===== src/rtl/lab3_pkg.sv =====
// Shared definitions for the lab3 multiplier arbiter: FSM encoding and default width.
package lab3_pkg;

  localparam int DATA_W_DEF = 8;

  typedef enum logic [2:0] {
    S_IDLE      = 3'd0,
    S_ISSUE     = 3'd1,
    S_WAIT_ACK  = 3'd2,
    S_WAIT_DONE = 3'd3,
    S_RESP      = 3'd4
  } state_t;

endpackage


===== src/rtl/rr_arb2.sv =====
// Two-input round-robin picker: combinational grant plus the last-grant register.
module rr_arb2 (
  input  logic clk_i,
  input  logic rst_i,
  input  logic req0_i,
  input  logic req1_i,
  input  logic upd_i,
  output logic gnt_o
);

  logic r_last;

  // On a tie the channel that did not win last time goes first; reset favours ch0.
  always_comb begin
    gnt_o = req1_i;
    if (req0_i && req1_i) gnt_o = ~r_last;
  end

  always_ff @(posedge clk_i) begin
    if (!rst_i) begin
      r_last <= 1'b1;
    end else if (upd_i) begin
      r_last <= gnt_o;
    end
  end

endmodule


===== src/rtl/mult_arbiter.sv =====
// Shares a single start/busy multiplier between the square (ch0) and root/final (ch1) paths.
//   state       | meaning
//   S_IDLE      | wait for a request with the multiplier idle, pick a channel, latch operands
//   S_ISSUE     | mult_start_o high for this single cycle
//   S_WAIT_ACK  | wait for the multiplier to raise busy
//   S_WAIT_DONE | wait for busy to fall, capture the product
//   S_RESP      | done pulse to the owner, its busy already cleared
module mult_arbiter
  import lab3_pkg::*;
#(
  parameter int DATA_W = DATA_W_DEF
) (
  input  logic                clk_i,
  input  logic                rst_i,
  input  logic                req0_i,
  input  logic [DATA_W-1:0]   a0_bi,
  input  logic [DATA_W-1:0]   b0_bi,
  output logic                busy0_o,
  output logic                done0_o,
  output logic [2*DATA_W-1:0] y0_bo,
  input  logic                req1_i,
  input  logic [DATA_W-1:0]   a1_bi,
  input  logic [DATA_W-1:0]   b1_bi,
  output logic                busy1_o,
  output logic                done1_o,
  output logic [2*DATA_W-1:0] y1_bo,
  output logic                mult_start_o,
  output logic [DATA_W-1:0]   mult_a_bo,
  output logic [DATA_W-1:0]   mult_b_bo,
  input  logic                mult_busy_i,
  input  logic [2*DATA_W-1:0] mult_y_bi
);

  state_t              r_state;
  logic                r_gnt;
  logic                r_busy0, r_busy1;
  logic                r_done0, r_done1;
  logic [2*DATA_W-1:0] r_y0, r_y1;
  logic                r_start;
  logic [DATA_W-1:0]   r_a, r_b;

  logic w_gnt;
  logic w_take;

  // After a reset the multiplier may still be finishing an aborted product, so IDLE waits it out.
  assign w_take = (r_state == S_IDLE) && !mult_busy_i && (req0_i || req1_i);

  rr_arb2 u_rr_arb2 (
    .clk_i  (clk_i),
    .rst_i  (rst_i),
    .req0_i (req0_i),
    .req1_i (req1_i),
    .upd_i  (w_take),
    .gnt_o  (w_gnt)
  );

  always_ff @(posedge clk_i) begin
    if (!rst_i) begin
      r_state <= S_IDLE;
      r_gnt   <= 1'b0;
      r_busy0 <= 1'b0;
      r_busy1 <= 1'b0;
      r_done0 <= 1'b0;
      r_done1 <= 1'b0;
      r_y0    <= '0;
      r_y1    <= '0;
      r_start <= 1'b0;
      r_a     <= '0;
      r_b     <= '0;
    end else begin
      r_start <= 1'b0;
      r_done0 <= 1'b0;
      r_done1 <= 1'b0;
      unique case (r_state)
        S_IDLE: begin
          if (w_take) begin
            r_gnt   <= w_gnt;
            r_a     <= w_gnt ? a1_bi : a0_bi;
            r_b     <= w_gnt ? b1_bi : b0_bi;
            if (w_gnt) r_busy1 <= 1'b1;
            else       r_busy0 <= 1'b1;
            r_start <= 1'b1;
            r_state <= S_ISSUE;
          end
        end
        S_ISSUE: begin
          r_state <= S_WAIT_ACK;
        end
        S_WAIT_ACK: begin
          if (mult_busy_i) r_state <= S_WAIT_DONE;
        end
        S_WAIT_DONE: begin
          if (!mult_busy_i) begin
            if (r_gnt) begin
              r_y1    <= mult_y_bi;
              r_done1 <= 1'b1;
              r_busy1 <= 1'b0;
            end else begin
              r_y0    <= mult_y_bi;
              r_done0 <= 1'b1;
              r_busy0 <= 1'b0;
            end
            r_state <= S_RESP;
          end
        end
        S_RESP: begin
          r_state <= S_IDLE;
        end
        default: begin
          r_state <= S_IDLE;
        end
      endcase
    end
  end

  assign busy0_o      = r_busy0;
  assign busy1_o      = r_busy1;
  assign done0_o      = r_done0;
  assign done1_o      = r_done1;
  assign y0_bo        = r_y0;
  assign y1_bo        = r_y1;
  assign mult_start_o = r_start;
  assign mult_a_bo    = r_a;
  assign mult_b_bo    = r_b;

endmodule


===== config.mk =====
export PLATFORM = sky130hd
export DESIGN_NAME = mult_arbiter
export DESIGN_NICKNAME = d
export VERILOG_FILES = /design/src/rtl/lab3_pkg.sv /design/src/rtl/rr_arb2.sv /design/src/rtl/mult_arbiter.sv
export SDC_FILE = /design/constraint.sdc
export NUM_CORES = 1
export LEC_CHECK = 0
export CORE_ASPECT_RATIO = 2
export CORE_MARGIN = 4
export CORE_UTILIZATION = 45
export DETAILED_ROUTE_END_ITERATION = 10
export PLACE_DENSITY = 0.9
export SLEW_MARGIN = 20
export SYNTH_ARGS = -nofsm -noshare
export SYNTH_HDL_FRONTEND = slang
export SYNTH_SLANG_ARGS = --single-unit

===== constraint.sdc =====
create_clock -name clk_i -period 3.37 [get_ports clk_i]
set_input_delay 0.8425 -clock clk_i [delete_from_list [all_inputs] [get_ports clk_i]]
set_output_delay 0.8425 -clock clk_i [all_outputs]
set_load 0.005 [all_outputs]

Yosys cells after proc, flatten, opt, wreduce, memory -nomap -nowiden
Index checks and enable logic that the tools add are counted.
Word-level totals
  flip-flop bits (word level): 58
  bits of input ports: 53
Operators by class
  eq/ne operators: 10
  bitwise gates (word level): 5
  reductions and logical operators: 15
  multiplexer cells: 20
Operators by type and width (number)
  $mux W8: 2
  $mux W1: 12
  $ne A2 B2 Y1 const B: 6
  $pmux W3 S4: 1
  $reduce_and A5 Y1: 2
  $mux W3: 3
  $reduce_and A3 Y1: 3
  $eq A3 B2 Y1 const B: 2
  $not A1 Y1: 5
  $pmux W1 S2: 2
  $reduce_and A2 Y1: 2
  $eq A3 B1 Y1 const B: 1
  $logic_and A1 B1 Y1: 3
  $logic_not A3 Y1: 1
  $reduce_or A3 Y1: 1
  $ne A2 B1 Y1 const B: 1
  $reduce_bool A2 Y1: 1
  $logic_not A1 Y1: 1
  $logic_or A1 B1 Y1: 1

Logic depth before layout (Yosys ltp)
  depth in word-level cells: 5
  depth in mapped cells: 5
  gate-level depth less buffers: 3

Hierarchy
A second synthesis with hierarchy kept.
Second synthesis, totals
  cell total of the unflattened synthesis: 235
  area, all modules: 2304.7 um^2
Modules (own cells, without submodules)
  mult_arbiter: cells each 230, area an instance 2258.4 um^2, seq. area each 1141.1 um^2, instances 1
  rr_arb2: cells each 5, area an instance 46.3 um^2, seq. area each 20.0 um^2, instances 1

Worst setup path after synthesis
OpenSTA, ideal clock, no wires.
  path type: in2reg
  start point: input port mult_busy_i
  end point: register r_a[0], in the netlist mult_a_bo[0]
  path slack: 1691 ps
  data arrival time: 1591 ps
  stages: 5
  library setup time: 88 ps
  path through: o21ba_1 buf_4 buf_6 a21oi_2 a311oi_2
On the way
  word-level cells in the longest chain between the ends: 4
RTL lines
  start, declared: RTL line mult_arbiter.sv:30  | input logic mult_busy_i,
  $logic_not A1 Y1
  $logic_and A1 B1 Y1 (2 in series): RTL line mult_arbiter.sv:46  | assign w_take = (r_state == S_IDLE) && !mult_busy_i && (req0_i || req1_i);
  $reduce_and A2 Y1 (no line)
  end signal, assigned: RTL line mult_arbiter.sv:78  | r_a <= w_gnt ? a1_bi : a0_bi;
  end, declared: RTL line mult_arbiter.sv:40  | logic [DATA_W-1:0] r_a, r_b;
No other way between the ends.
A chain may end at the register's enable or synchronous reset.

Final worst setup path
  start point: input port req0_i
  end point: register r_b[0], in the netlist mult_b_bo[0]
On the way
  word-level cells in the longest chain between the ends: 3
RTL lines
  start, declared: RTL line mult_arbiter.sv:15  | input logic req0_i,
  $logic_and A1 B1 Y1 or $logic_or A1 B1 Y1 (tied branches): RTL line rr_arb2.sv:16, mult_arbiter.sv:46
  $mux W1 or $logic_and A1 B1 Y1 (tied branches): RTL line rr_arb2.sv:16, mult_arbiter.sv:46
  $mux W8 or $reduce_and A2 Y1 (tied branches)
  end signal, assigned: RTL line mult_arbiter.sv:79  | r_b <= w_gnt ? b1_bi : b0_bi;
  end, declared: RTL line mult_arbiter.sv:40
Parallel ways exist; a longest one is shown, timed or not.

==> insert_results.sql <==
INSERT INTO impl_metrics (metric_group, metric, value, unit) VALUES
('worst_setup_path', 'critPathLaunch', 'req0_i', ''),
('sta', 'timing.max_slew.rel_slack', '32.2', '%'),
('sta', 'least_margin_pin_slew', '1020', 'ps'),
('sta', 'timing.clock.skew', '9.61', 'ps'),
('worst_setup_path', 'startpoint_type', 'input port', ''),
('floorplanning', 'rows', '37', ''),
('clock_network', 'tritoncts.num_buffers', '9', ''),
('worst_hold_path', 'hold_path_class', 'reg -> reg', ''),
('logic_synthesis', 'ys_ff_latch', '58', ''),
('worst_hold_path', 'worstHoldPathCells', '2', ''),
('place', 'portBuffers', '105', ''),
('worst_setup_path', 'worstRegToRegCells', '3', ''),
('clock_network', 'worst_skew_pair.late_latency', '330', 'ps'),
('sta', 'final-setup-viol-count', '0', ''),
('route', 'drt_first_pass_iters', '5', ''),
('worst_setup_path', 'crit_path_max_fanout', '17', ''),
('floorplanning', 'floorplan.io_pins', '106', ''),
('worst_setup_path', 'r2r_setup_slk', '1660', 'ps'),
('power', 'leakagePower', '1.24', 'nW'),
('route', 'iteration_0_drc_markers', '158', ''),
('power', 'worst_ir_drop_vdd', '386', 'uV'),
('clock_network', 'cts_max_level', '3', ''),
('worst_setup_path', 'crit-reg2reg-capture', 'mult_a_bo[7]', ''),
('place', 'hpwlAfterDp', '4.91', 'mm'),
('grt', 'globalRouteOverflowTotal', '0', ''),
('power', 'p_sw_share', '27.0', '%'),
('grt', 'grt_first_pass_wirelength', '11.4', 'mm'),
('floorplanning', 'die_width', '60.3', 'um'),
('worst_setup_path', 'worst-endpoint-required', '3600', 'ps'),
('sta', 'maxClockFrequency', '475', 'MHz'),
('floorplanning', 'placeable_area', '5230', 'sq um'),
('power', 'cellInternalPower', '1.14', 'mW'),
('worst_setup_path', 'reg2reg_from', 'r_state[0]', ''),
('logic_synthesis', 'netlist_instances', '274', ''),
('cells_and_area', 'area_delta_synth_final', '48.2', '%'),
('sta', 'slew_violations', '0', ''),
('route', 'drt_wirelength', '6.81', 'mm'),
('sta', 'post-route-min-period', '2110', 'ps'),
('clock_network', 'cts_hold_repair.buffers', '0', ''),
('logic_synthesis', 'synth_warnings', '0', ''),
('clock_network', 'clk_slew_on_worst_s_h_paths', '70', 'ps'),
('place', 'gp_congestion', '0.740', ''),
('logic_synthesis', 'synthDistinctLibCells', '33', ''),
('sta', 'whs', '481', 'ps'),
('worst_setup_path', 'setup.worst_path.class', 'in -> reg', ''),
('clock_network', 'cts_sinks', '58', ''),
('grt', 'grt_pass1_vias', '2485', ''),
('clock_network', 'cts_tree', 'done', ''),
('cells_and_area', 'antenna_cells_inserted', '0', ''),
('cells_and_area', 'multi_input_comb_area', '1140', 'sq um'),
('clock_network', 'ctsLongestPathBuffers', '2', ''),
('floorplanning', 'floorplan.initialDensity', '47.1', '%'),
('logic_synthesis', 'synth_area', '2460', 'sq um'),
('cells_and_area', 'filler_cell_count', '418', ''),
('logic_synthesis', 'async_flop_share', '0', '%'),
('power', 'pwr-share-clk', '36.0', '%'),
('power', 'seqPwrFrac', '47.0', '%'),
('power', 'netSwitchingPower', '422', 'uW'),
('cells_and_area', 'finish.net_count', '422', ''),
('run_status', 'outcome', 'finished, final reports clean', ''),
('logic_synthesis', 'synth-seq-area-share', '47.1', '%'),
('route', 'routed_via_density', '5.67', ''),
('worst_hold_path', 'worst_hold_startpoint', 'y1_bo[2]', ''),
('worst_setup_path', 'worst-endpoint-arrival', '2340', 'ps'),
('worst_setup_path', 'setup.worst_path.end_class', 'register', ''),
('worst_hold_path', 'whs_endpoint', 'y1_bo[2]', ''),
('job', 'timing.max_cap.violations', '0', ''),
('grt', 'initial_antenna_violation_count', '0', ''),
('floorplanning', 'die_height', '113', 'um'),
('clock_network', 'postCtsResizedCells', '0', ''),
('power', 'comb_power_share', '17.0', '%');
==> sequential cells by signal (all words and copies together), names as in the netlist <==
| name | count |
|---|---|
| u_rr_arb2.r_last | 1 |
| y0_bo | 16 |
| busy0_o | 1 |
| done0_o | 1 |
| mult_a_bo | 8 |
| r_state | 3 |
| done1_o | 1 |
| mult_b_bo | 8 |
| y1_bo | 16 |
| mult_start_o | 1 |
| r_gnt | 1 |
| busy1_o | 1 |
==> layer usage <==
layer / part of all wire, % / track usage [%] / up-vias
met5: 0 / 0 / -
met4: 1.4 / 7.40 / 0
met3: 7.3 / 6.10 / 12
met2: 56 / 37.6 / 115
met1: 35 / 23.3 / 1139
li1: - / - / 1183
==> area by class of cell <==
class | count | area share [%]
Clock buffer | 10 | 3.77
Clock inverter | 6 | 1.13
Inverter | 2 | 0.206
Multi-Input combinational cell | 188 | 31.3
Sequential cell | 58 | 31.8
Tap cell | 58 | 1.99
Timing Repair Buffer | 110 | 29.8
==> worst max-delay path, cell delays in order <==
cell and delay [ps]:
sky130_fd_sc_hd__clkdlybuf4s50_1 590, sky130_fd_sc_hd__a21bo_1 490, sky130_fd_sc_hd__nand2_1 120, sky130_fd_sc_hd__a311oi_1 290
==> logic make-up (layout without fill, tap and decap cells) <==
kind of cell	Yosys count	after routing	synth area share (%)
AO/OA/AOI/OAI	108	108	29.7
buffers and inverters	28	128	6.45
flip-flops	58	58	47.1
AND/OR/NAND/NOR	80	80	16.7
==> placed cells by master, fill, tap and decap left out, drive strengths merged, types with 2 or more instances in the layout <==
cell / instances
buf: 5
dfxtp: 58
clkbuf: 10
clkinvlp: 3
a21oi: 50
clkinv: 2
nor3: 5
nand2: 32
inv: 3
a311oi: 16
clkdlybuf4s50: 105
nand3: 34
o21ai: 35
nor2: 3
==> worst max path at each step <==
stage | to | slack (ps) | depth (start not counted)
finish | mult_b_bo[0] | 1260 | 4
global route | mult_b_bo[7] | 1150 | 4
CTS | mult_a_bo[7] | 1280 | 4
detailed placement | mult_a_bo[7] | 920 | 4
global placement | mult_a_bo[4] | 980 | 4
floorplan | mult_a_bo[0] | 1690 | 5
==> metrics by stage <==
stage / utilization, % / std cells / power, mW / cell area (sq um) / setup WS (ps)
finish: 69.8 / 432 / 1.57 / 3650 / 1260
CTS: 69.8 / 432 / 1.58 / 3650 / 1280
detailed placement: 66.4 / 416 / 1.02 / 3470 / 925
global placement: 66.4 / 416 / 1.01 / 3470 / 982
global route: 69.8 / 432 / 1.65 / 3650 / 1150
floorplan: - / 274 / 0.887 / 2460 / 1690
==> power groups by stage <==
stage	sequential, mW	combinational, mW	clock, mW
finish	0.736	0.266	0.563
global route	0.738	0.290	0.617
CTS	0.735	0.269	0.578
detailed placement	0.750	0.267	0
global placement	0.749	0.261	0
floorplan	0.750	0.137	0
==> synth_stat cells (all sizes together), types with 2 or more instances <==
master	count	area (sq um)
clkbuf	10	37.5
buf	16	114
inv	2	7.50
nand2	32	120
a21oi	50	284
nand3	34	170
a311oi	16	196
o21ai	35	175
nor2	3	27.5
dfxtp	58	1160
nor3	5	36.3
(Power assumes the default switching activity.)
